$ cat config.mk
export PLATFORM = sky130hd
export DESIGN_NAME = dmux8way_dispatcher
export DESIGN_NICKNAME = d
export VERILOG_FILES = /design/src/rtl/dmux8way_pkg.sv /design/src/rtl/dmux8way_rr_pick.sv /design/src/rtl/dmux8way_dispatcher.sv
export SDC_FILE = /design/constraint.sdc
export NUM_CORES = 1
export LEC_CHECK = 0
export CAP_MARGIN = 20
export CORE_MARGIN = 1
export CORE_UTILIZATION = 45
export DETAILED_ROUTE_END_ITERATION = 10
export PLACE_DENSITY_LB_ADDON = 0.3
export SLEW_MARGIN = 15
export SYNTH_ARGS = -nofsm -noshare
export SYNTH_HDL_FRONTEND = slang
export SYNTH_HIERARCHICAL = 1
export SYNTH_SLANG_ARGS = --single-unit
$ cat constraint.sdc
create_clock -name clk -period 3.7 [get_ports clk]
set_input_delay 0.925 -clock clk [delete_from_list [all_inputs] [get_ports clk]]
set_output_delay 0.925 -clock clk [all_outputs]
set_load 0.01 [all_outputs]
$ cat src/rtl/dmux8way_pkg.sv
// dmux8way_pkg: shared lane constants, FSM state type and the round-robin search helper.
package dmux8way_pkg;

    localparam int N_LANES = 8;
    localparam int SEL_W   = 3;

    typedef enum logic [1:0] {EMPTY, FULL, STALLED} state_t;

    // Returns {found, idx}: first set mask bit after ptr, wrapping 7->0, ptr itself checked last.
    function automatic logic [SEL_W:0] rr_next(input logic [SEL_W-1:0] ptr, input logic [N_LANES-1:0] mask);
        logic [SEL_W:0]   r;
        logic [SEL_W-1:0] k;
        r = '0;
        for (int i = N_LANES; i >= 1; i--) begin
            k = ptr + SEL_W'(i);
            if (mask[k]) r = {1'b1, k};
        end
        return r;
    endfunction

endpackage

$ cat src/rtl/dmux8way_rr_pick.sv
// dmux8way_rr_pick: combinational round-robin lane picker shared by grant and retarget paths.
module dmux8way_rr_pick
    import dmux8way_pkg::*;
(
    input  logic [SEL_W-1:0]   ptr,
    input  logic [N_LANES-1:0] mask,
    output logic               found,
    output logic [SEL_W-1:0]   idx
);

    assign {found, idx} = rr_next(ptr, mask);

endmodule

$ cat src/rtl/dmux8way_dispatcher.sv
// dmux8way_dispatcher: round-robin 8-way dispatcher with a one-entry hold register and stall detection.
// Optional DMUX8_RETARGET_EN moves a stalled item to the next enabled lane.
module dmux8way_dispatcher
    import dmux8way_pkg::*;
#(
    parameter int DATA_W    = 1,
    parameter int STALL_MAX = 15
) (
    input  logic                      clk,
    input  logic                      rst_n,
    input  logic                      in_valid,
    output logic                      in_ready,
    input  logic [DATA_W-1:0]         in_data,
    input  logic [N_LANES-1:0]        lane_en,
    output logic [N_LANES-1:0]        out_valid,
    input  logic [N_LANES-1:0]        out_ready,
    output logic [N_LANES*DATA_W-1:0] out_data,
    output logic [SEL_W-1:0]          sel,
    output logic                      stall_err,
    input  logic                      clr_err
);

    localparam int CNT_W = $clog2(STALL_MAX + 1);

    state_t             state, state_nx;
    logic [DATA_W-1:0]  data_q;
    logic [SEL_W-1:0]   ptr;
    logic [CNT_W-1:0]   stall_cnt;
    logic               drain, accept, hit;
    logic               grant_found, rt_found;
    logic [SEL_W-1:0]   grant_idx, rt_idx;

    dmux8way_rr_pick u_grant (
        .ptr   (ptr),
        .mask  (lane_en),
        .found (grant_found),
        .idx   (grant_idx)
    );

`ifdef DMUX8_RETARGET_EN
    dmux8way_rr_pick u_retarget (
        .ptr   (sel),
        .mask  (lane_en & ~(8'b1 << sel)),
        .found (rt_found),
        .idx   (rt_idx)
    );
`else
    assign rt_found = 1'b0;
    assign rt_idx   = sel;
`endif

    // Accept implies drain while holding, so !drain here also means no accept.
    assign hit = (state == FULL) && !drain && (stall_cnt == CNT_W'(STALL_MAX - 1));

    always_ff @(posedge clk or negedge rst_n) begin
        if (!rst_n) state <= EMPTY;
        else        state <= state_nx;
    end

    always_comb begin
        state_nx = state;
        if (state == EMPTY || drain) state_nx = accept ? FULL : EMPTY;
        else if (hit)                state_nx = rt_found ? FULL : STALLED;
    end

    always_comb begin
        out_valid = (state != EMPTY) ? (8'b1 << sel) : '0;
        drain     = |(out_valid & out_ready);
        in_ready  = rst_n && grant_found && (state == EMPTY || drain);
        accept    = in_valid && in_ready;
    end

    always_ff @(posedge clk or negedge rst_n) begin
        if (!rst_n) begin
            data_q    <= '0;
            sel       <= 3'd7;
            ptr       <= 3'd7;
            stall_cnt <= '0;
            stall_err <= 1'b0;
        end else begin
            if (accept) begin
                data_q <= in_data;
                sel    <= grant_idx;
                ptr    <= grant_idx;
            end else if (hit && rt_found) begin
                sel    <= rt_idx;
            end
            if (accept || drain || (hit && rt_found))
                stall_cnt <= '0;
            else if (state != EMPTY && stall_cnt != CNT_W'(STALL_MAX))
                stall_cnt <= stall_cnt + CNT_W'(1);
            if (hit)          stall_err <= 1'b1;
            else if (clr_err) stall_err <= 1'b0;
        end
    end

    for (genvar k = 0; k < N_LANES; k++) begin : g_lane
        assign out_data[k*DATA_W +: DATA_W] = out_valid[k] ? data_q : '0;
    end

endmodule
**Word level (Yosys, flattened, before mapping)**

Index checks and enable logic that the tools add are counted.

- Flip-flop bits (word level): 11
- Logic and storage cells: 83
- Input port bits: 21
- Output and inout bits: 21

- Reduce and logical (&&, ||, !) cells: 16
- Equality and inequality tests: 4
- Bitwise gates (word level): 1
- $lt $le $gt $ge: 8
- Add/sub/neg operators: 8
- Multiplexer cells: 40
- Shift-type cells: 1

Operators with widths:

| kind | number |
|---|---|
| $mux W4 | 10 |
| $lt A3 B4 Y1 const B | 8 |
| $bmux W1 S3 | 8 |
| $mux W1 | 19 |
| $add A3 B3 Y3 const B | 4 |
| $and A8 B8 Y8 | 1 |
| $mux W8 | 1 |
| $ne A8 B8 Y1 const B | 1 |
| $reduce_bool A2 Y1 | 4 |
| $reduce_or A8 Y1 | 1 |
| $shl A1 B3 Y8 const A | 1 |
| $add A3 B2 Y3 const B | 2 |
| $logic_and A1 B1 Y1 | 6 |
| $add A4 B1 Y4 const B | 1 |
| $eq A4 B4 Y1 const B | 1 |
| $mux W2 | 2 |
| $ne A4 B4 Y1 const B | 1 |
| $add A3 B1 Y3 const B | 1 |
| $eq A2 B1 Y1 const B | 1 |
| $logic_not A2 Y1 | 1 |
| $logic_or A1 B1 Y1 | 2 |
| $reduce_and A2 Y1 | 1 |
| $logic_not A1 Y1 | 1 |

**Logic depth before layout (Yosys ltp)**

- Depth in word-level cells: 15
- Mapped depth: 13
- Mapped depth without buffers: 10

**Hierarchy**

Netlist, hierarchy kept.

By module, submodules not included:

| module | area each (sq um) | times used | cells an instance | sequential area each (sq um) |
|---|---|---|---|---|
| dmux8way_dispatcher | 755.7 | 1 | 82 | 279.0 |
| dmux8way_rr_pick | 743.2 | 1 | 87 | 0.0 |

**Least setup slack after synthesis**

OpenSTA, ideal clock, no wires.

- Path type: reg2out
- From: register ptr[1]
- To: output port in_ready
- Arrival time: 2618 ps
- Slack: 157 ps
- Cell stages (with the launch flop): 10
- Required time: 2775 ps
- Path buffers: 2
- Path through: dfstp_2 inv_1 clkbuf_1 ha_1 buf_2 mux4_2 or2_2 nor3_1 nand4_1 and3_1

- Word-level cells in the longest chain between the ends: 12
- Elaborated cells on any way between the ends: 38
- Classes of those cells: 7 x add/sub; 1 x shift; 25 x mux; 1 x bitwise; 4 x reduce/logical

Ends and longest elaborated chain:

| element | line | RTL |
|---|---|---|
| start, declared | dmux8way_dispatcher.sv:27 | `logic [SEL_W-1:0] ptr;` |
| start signal, assigned | dmux8way_dispatcher.sv:84 | `ptr <= grant_idx;` |
| $add A3 B3 Y3 or $bmux W1 S3 (tied branches) | dmux8way_pkg.sv:15, dmux8way_pkg.sv:16 |  |
| $bmux W1 S3 or $mux W1 (tied branches) | dmux8way_pkg.sv:16 | `if (mask[k]) r = {1'b1, k};` |
| $mux W1 (not written as such) or $mux W4 (tied branches) | dmux8way_pkg.sv:16 |  |
| $mux W4 (6 in series) | dmux8way_pkg.sv:16 |  |
| $mux W4 (*) | dmux8way_pkg.sv:16 |  |
| net grant_found | dmux8way_dispatcher.sv:30 | `logic grant_found, rt_found;` |
| $logic_and A1 B1 Y1 (*) (2 in series) | dmux8way_dispatcher.sv:69 | `in_ready = rst_n && grant_found && (state == EMPTY \|\| drain);` |
| end, declared | dmux8way_dispatcher.sv:12 | `output logic in_ready,` |

The timed path passes the listed nets; every way through them passes the cells marked *. The select of a mux whose other input is x is not followed.

**Final worst setup path**

- From: input port lane_en[4]
- To: output port in_ready

- Word-level cells in the longest chain between the ends: 12
- Elaborated cells on any way between the ends: 26
- Classes of those cells: 24 x mux; 2 x reduce/logical

Ends and longest elaborated chain:

| element | line | RTL |
|---|---|---|
| start, declared | dmux8way_dispatcher.sv:14 | `input logic [N_LANES-1:0] lane_en,` |
| $bmux W1 S3 | dmux8way_pkg.sv:16 |  |
| $mux W1 (not written as such) | dmux8way_pkg.sv:16 |  |
| $mux W4 (7 in series) | dmux8way_pkg.sv:16 |  |
| $mux W4 (*) | dmux8way_pkg.sv:16 |  |
| net grant_found | dmux8way_dispatcher.sv:30 |  |
| $logic_and A1 B1 Y1 (*) (2 in series) | dmux8way_dispatcher.sv:69 |  |

Marks and branches as above.

==> out/results.ini <==
[power_and_ir_drop]
peakVddDrop_mv=0.549
total_power_mw=2.05
p_leak_nw=0.934
p_per_area_nw_per_um2=925

[drt]
drtPass1Iterations=4
drt_iter0_drc=95
wirelength_mm=4.59
vias=1653
wire_per_inst_um=16.3
drtAntennaViolNets=0
drc=0
via_per_inst=5.86

[synth]
synth_warnings=6
synth.most_common_cell=nor2_1
yosysSeqAreaShare_pct=18.6
synthTopCellsByArea=mux4_2, dfrtp_1, mux2i_1, dfstp_2, nor2_1
yosys_register_bits=11
yosys.area.top_type=mux4_2
syn_area_um2=1500
synth_edf_count=0
synthArstFlopShare_pct=100
avgSynthCellArea_um2=8.87
synth_common_cells=nor2_1, mux2i_1, nand2_1, nor3_1, mux4_2
synth_top_area_share_pct=13.5
dominantRegCellSynth=dfrtp_1
syn_inst=169
yosysUniqueCellTypes=44
synth_nets=194

[finish]
diodes=0
fillCellCount=238
final_nets=264
drive_gt1_share_pct=30.7
final_core_utilization_pct=71.5
layout.cells.non_filler=282
syn_to_final_growth_pct=48.1
stdcell_area_um2=2220
final-seq-area_um2=279
multiInputGateArea_um2=1160

[die]
start_util_pct=48.3
core-area_um2=3100
rows=20
io_pins=42
die_x_um=59.7
die-area_um2=3570
fp.dieH_um=59.7

[place]
dp_cells=266
placed_cell_area_um2=2070
dp_hpwl_mm=3.38
routabilityCongestion=0.910
port_buffers=41

[timing]
slew_headroom_pct=72.4
fin_crit_sh_pct=97.7
slew_viol_final=0
worst_hold_slack_ns=0.535
fin_crit_ns=3.61
hold_viol_final=0
max_freq_ghz=0.277
worst_slew_pin_slew_ns=0.413
setup_viol=0
fin_skew_ns=0.000864

[critical_path]
critPathKind=in2out
cp_top_family=buffers and inverters
cp_cell_sequence=dlygate4sd2_1 -> mux4_2 -> buf_4 -> buf_4 -> a21boi_2 -> nand4_1 -> and3_1 -> dlygate4sd2_1
max_stage_delay_ns=0.49
crit_fanout=4
endpoint_kind=output pin
worst_path_max_delay_cell=mux4_2
cp.buffers_inverters=4
arrival_ns=2.69
required_ns=2.77
start_kind=input pin

[cts]
tritoncts=done
cts_made_buffers=3
cts.sinks=11
cts_max_path_buffers=2
htreeDepth=1
cts_root_buffer=clkbuf_4
clk_pin_slew_ns=0.07
clk_latency_ns=0.28
postCtsHoldBufs=0

[global_route]
grt_pass1_wl_mm=7.22
grt_max_degree=21
grt_antenna_before_repair=0
grt_pass1_vias=1594
grt_overflow=0
grt_usage_pct=26.7

[job]
drv_cap=0

[run_status]
outcome=complete, no violations

[min_path]
hold_path.class=reg2reg

## cells in the final DEF (no fill, tap or decap), types with 4 or more instances in the layout
cell / instances
clkdlybuf4s50_1: 32
mux2i_1: 15
inv_1: 7
nor3_1: 9
mux2_2: 4
buf_4: 33
mux4_2: 9
dfrtp_1: 8
dlygate4sd2_1: 4
a21oi_1: 6
o21ai_0: 5
mux2_4: 4
nand3_1: 4
a31oi_1: 7
nand2_1: 10
nor2_1: 18
## flip-flops by register name, indices dropped and copies added, names as in the netlist
signal / cells
data_q: 1
ptr: 3
stall_cnt: 4
stall_err: 1
state: 2
## worst register-to-register path, cell delays in order, from the launching register on
cell,delay [ns]
dfstp_2,0.54
inv_1,0.07
ha_4,0.28
mux4_2,0.50
or2_4,0.27
nor3_2,0.12
nand4_1,0.16
buf_4,0.17
buf_4,0.13
buf_4,0.12
buf_4,0.12
buf_4,0.12
buf_4,0.12
buf_4,0.12
buf_4,0.14
nand3_4,0.07
a21oi_4,0.07
mux2_4,0.31
## timing repair
| item | in CTS | in global routing |
|---|---|---|
| resized for setup | 19 | 9 |
| pin swaps | 2 | 3 |
| endpoints found under the setup margin | 1 | 9 |
| hold endpoints to repair | 0 | 0 |
| buffers inserted | 12 | 2 |
| cloned | 0 | 0 |
## layer usage
metal	track usage, %	vias up	routed length (um)
li1	-	781	-
met1	31.0	819	1900
met2	50.5	45	2500
met3	2.16	8	113
met4	9.63	0	79
met5	0	-	0
## metrics by stage
stage / worst slack (ns) / setup TNS (ns)
3_5_place_dp: -0.390 / -0.390
3_3_place_gp: -0.337 / -0.337
5_1_grt: -0.00221 / -0.00221
4_1_cts: 0.0512 / 0
2_1_floorplan: 0.157 / 0
6_report: 0.0854 / 0
## power by group
| part | switching (mW) | total, mW | internal, mW |
|---|---|---|---|
| registers | 0.0375 | 0.206 | 0.169 |
| clock network | 0.0452 | 0.0871 | 0.0419 |
| logic | 0.882 | 1.76 | 0.878 |
| total | 0.964 | 2.05 | 1.09 |
## kinds of logic after synthesis
group | share of synthesized area [%]
compound gates | 19.1
xor+xnor | 1.17
flops | 18.6
mux | 30.6
buf+inv | 6.59
fa+ha+maj | 3.34
simple gates | 20.6
## area by class of cell
| class | instances | area share, % |
|---|---|---|
| clock buffer | 4 | 1.18 |
| sequential | 11 | 12.6 |
| multi-input combinational | 139 | 52.4 |
| inverter | 8 | 1.35 |
| timing repair buffer | 76 | 30.0 |
| tap | 44 | 2.48 |
## final timing paths
check	startpoint	end	slack, ns	depth (start not counted)
min in group asynchronous	rst_n	stall_cnt[2]	0.98	2
max in group asynchronous	rst_n	ptr[2]	2.49	2
worst min-delay path	stall_err	stall_err	0.54	2
worst min register to register	stall_err	stall_err	0.54	2
worst max-delay path	lane_en[4]	in_ready	0.09	8
worst max register to register	ptr[1]	data_q	0.18	17
(Power assumes the default switching activity.)
==> RTL change, RTL diff (same settings) <==
Make the reset (`rst_n`) synchronous in 2 clocked blocks.
--- a/src/rtl/dmux8way_dispatcher.sv
+++ b/src/rtl/dmux8way_dispatcher.sv
@@ -52,7 +52,7 @@
     // Accept implies drain while holding, so !drain here also means no accept.
     assign hit = (state == FULL) && !drain && (stall_cnt == CNT_W'(STALL_MAX - 1));
 
-    always_ff @(posedge clk or negedge rst_n) begin
+    always_ff @(posedge clk) begin
         if (!rst_n) state <= EMPTY;
         else        state <= state_nx;
     end
@@ -70,7 +70,7 @@
         accept    = in_valid && in_ready;
     end
 
-    always_ff @(posedge clk or negedge rst_n) begin
+    always_ff @(posedge clk) begin
         if (!rst_n) begin
             data_q    <= '0;
             sel       <= 3'd7;
Formal check against the unedited RTL: differs if rst_n is asserted again (counterexample within 4 cycles, from zero or initial values and one cycle with rst_n low); with rst_n held inactive, the same outputs for 10 cycles.
==> RTL change against the original RTL <==
The run now ends with setup timing left. Area after synthesis increased by 1.9%. Sequential power decreased by 21%. Clock power decreased by 0.8%. Worst setup slack got worse by 0.11 ns. Core utilization decreased by 1.1 points. Cell area decreased by 0.79%. Hold slack got worse by 0.067 ns. Routed wire length increased by 9.1%. Sequential cell count unchanged. First-iteration DRC count increased by 74%. Power decreased by 14%. Count of clock-buffer cells in the layout unchanged. Fmax decreased by 2.8%. Largest power group unchanged.
==> RTL change: results (changes against the original RTL) <==
Global routing
  – M1 GR Usage: 32.6% (+1.6 points)
  – Met2 usage: 50.4% (-0.084 points)
  – Largest net degree at the start of global routing: 28 (+33%)
  – Met3 GRT Util: 2.81% (+0.65 points)
  – First-pass GRT wire length: 7560 um (+4.8%)
  – GRT Overall Usage: 27.5% (+0.80 points)
  – Vias in the first global route: 1642 (+3.0%)

STA
  – Clock Skews: 0.00657 ns (+0.00570 ns)
  – Worst Tran Pin Value: 0.547 ns (+0.134 ns)
  – Setup-failing EPs final: 1 (+1)
  – Final WS setup: -0.0203 ns (-0.106 ns)
  – TNS Setup: -0.0203 ns (-0.0203 ns)

Clock network
  – Post-cts repair resize count: 12 (-7)
  – Num CTS Buffers: 3 (unchanged)
  – H-tree depth: 1 (unchanged)
  – Post-CTS setup buffer count: 6 (-6)

Final layout
  – Diodes inserted: 0 (unchanged)
  – Layout fillers: 237 (-0.42%)
  – Fin nets: 270 (+2.3%)
  – Layout cells sized above 1: 26.2% (-4.4 points)

Synth
  – Distinct cells, synth: 52 (+18%)
  – Most frequent cells after synthesis: nor2_1, nand2_1, mux2i_1
  – Synth async-reset ratio: 0% (-100 points)
  – Synth area leaders: mux4_2, dfxtp_1, mux2i_1
  – Syn_nets: 209 (+7.7%)
  – Primary FF master, synth: dfxtp_1

Placed design
  – Hpwl dp: 3590 um (+6.0%)
  – GP Congestion: 0.863 (-5.2%)
  – Place WS: -0.476 ns (-0.0861 ns)

Pwr
  – Power, Total: 1.77 mW (-14%)
  – Max VDD drop: 0.367 mV (-33%)
  – Switching share of power: 49.8% (+2.8 points)
  – Static Leakage: 0.926 nW (-0.77%)

Setup path
  – Crit path from: lane_en[1]
  – Worst EP arrival: 2.80 ns (+0.11 ns)
  – CP delay by family, top: simple AND/OR/NAND/NOR gates
  – Largest stage delay, worst path: 0.51 ns (+0.02 ns)
  – Crit path max fanout: 6 (+2)
  – Slowest CP cell: mux4_2
  – RR Endpoint: ptr[2]
  – FF-to-FF setup slack: 0.18 ns (about the same)
  – Reg2Reg Depth: 18 (+1)
  – Reg2reg start: ptr[0]

Run status
  – Failing checks: setup timing
  – Run status: complete, but fails checks

Routing
  – Routed len/inst: 17.4 um (+6.8%)
  – First DRT Iteration DRCs: 165 (+74%)

Worst hold path
  – Hold Crit Depth: 2 (unchanged)
## RTL change: cells by family (layout without fill, tap and decap cells)
| logic type | count (synthesis) | count (layout) | share of synthesized area, % |
|---|---|---|---|
| xor gates and xnor gates | 2 | 2 | 1.15 |
| buffers and inverters | 23 | 83 | 7.53 |
| adders and majority gates | 4 | 4 | 3.28 |
| DFF | 11 | 11 | 14.4 |
| AOI/OAI and AO/OA | 47 | 47 | 22.5 |
| muxes | 28 | 28 | 28.5 |
| and+or+nand+nor | 69 | 69 | 22.6 |
## RTL change: power groups by stage
stage / registers (mW) / logic [mW] / clock network, mW
after floorplan: 0.175 / 1.02 / 0
after global placement: 0.162 / 1.35 / 0
after detailed placement: 0.164 / 1.41 / 0
after CTS: 0.161 / 1.43 / 0.0865
after global routing: 0.166 / 1.61 / 0.0918
final: 0.162 / 1.52 / 0.0864
## RTL change: worst min path at each step
stage                   start        end  slack, ns
CTS                 stall_err  stall_err       0.47
global placement    stall_err  stall_err       0.44
finish              stall_err  stall_err       0.47
detailed placement  stall_err  stall_err       0.45
global route        stall_err  stall_err       0.49
floorplan              data_q     data_q       0.47
## RTL change: routing by layer
layer | vias up | wire length [um]
met5 | - | 0
li1 | 826 | -
met2 | 89 | 2680
met1 | 880 | 1880
met3 | 19 | 277
met4 | 0 | 162
## RTL change: metrics by stage
step / instances / cell area, sq um
6_report: 288 / 2200
2_1_floorplan: 184 / 1530
3_5_place_dp: 277 / 2080
5_1_grt: 288 / 2200
4_1_cts: 287 / 2150
3_3_place_gp: 277 / 2080
## RTL change: layout make-up
type                       instances  area (sq um)  area share, %
timing repair buffer              70           627           28.5
inverter                           9          33.8           1.53
sequential                        11           220           10.0
multi-input combinational        150          1240           56.3
clock buffer                       4          26.3           1.19
tap                               44          55.1           2.50
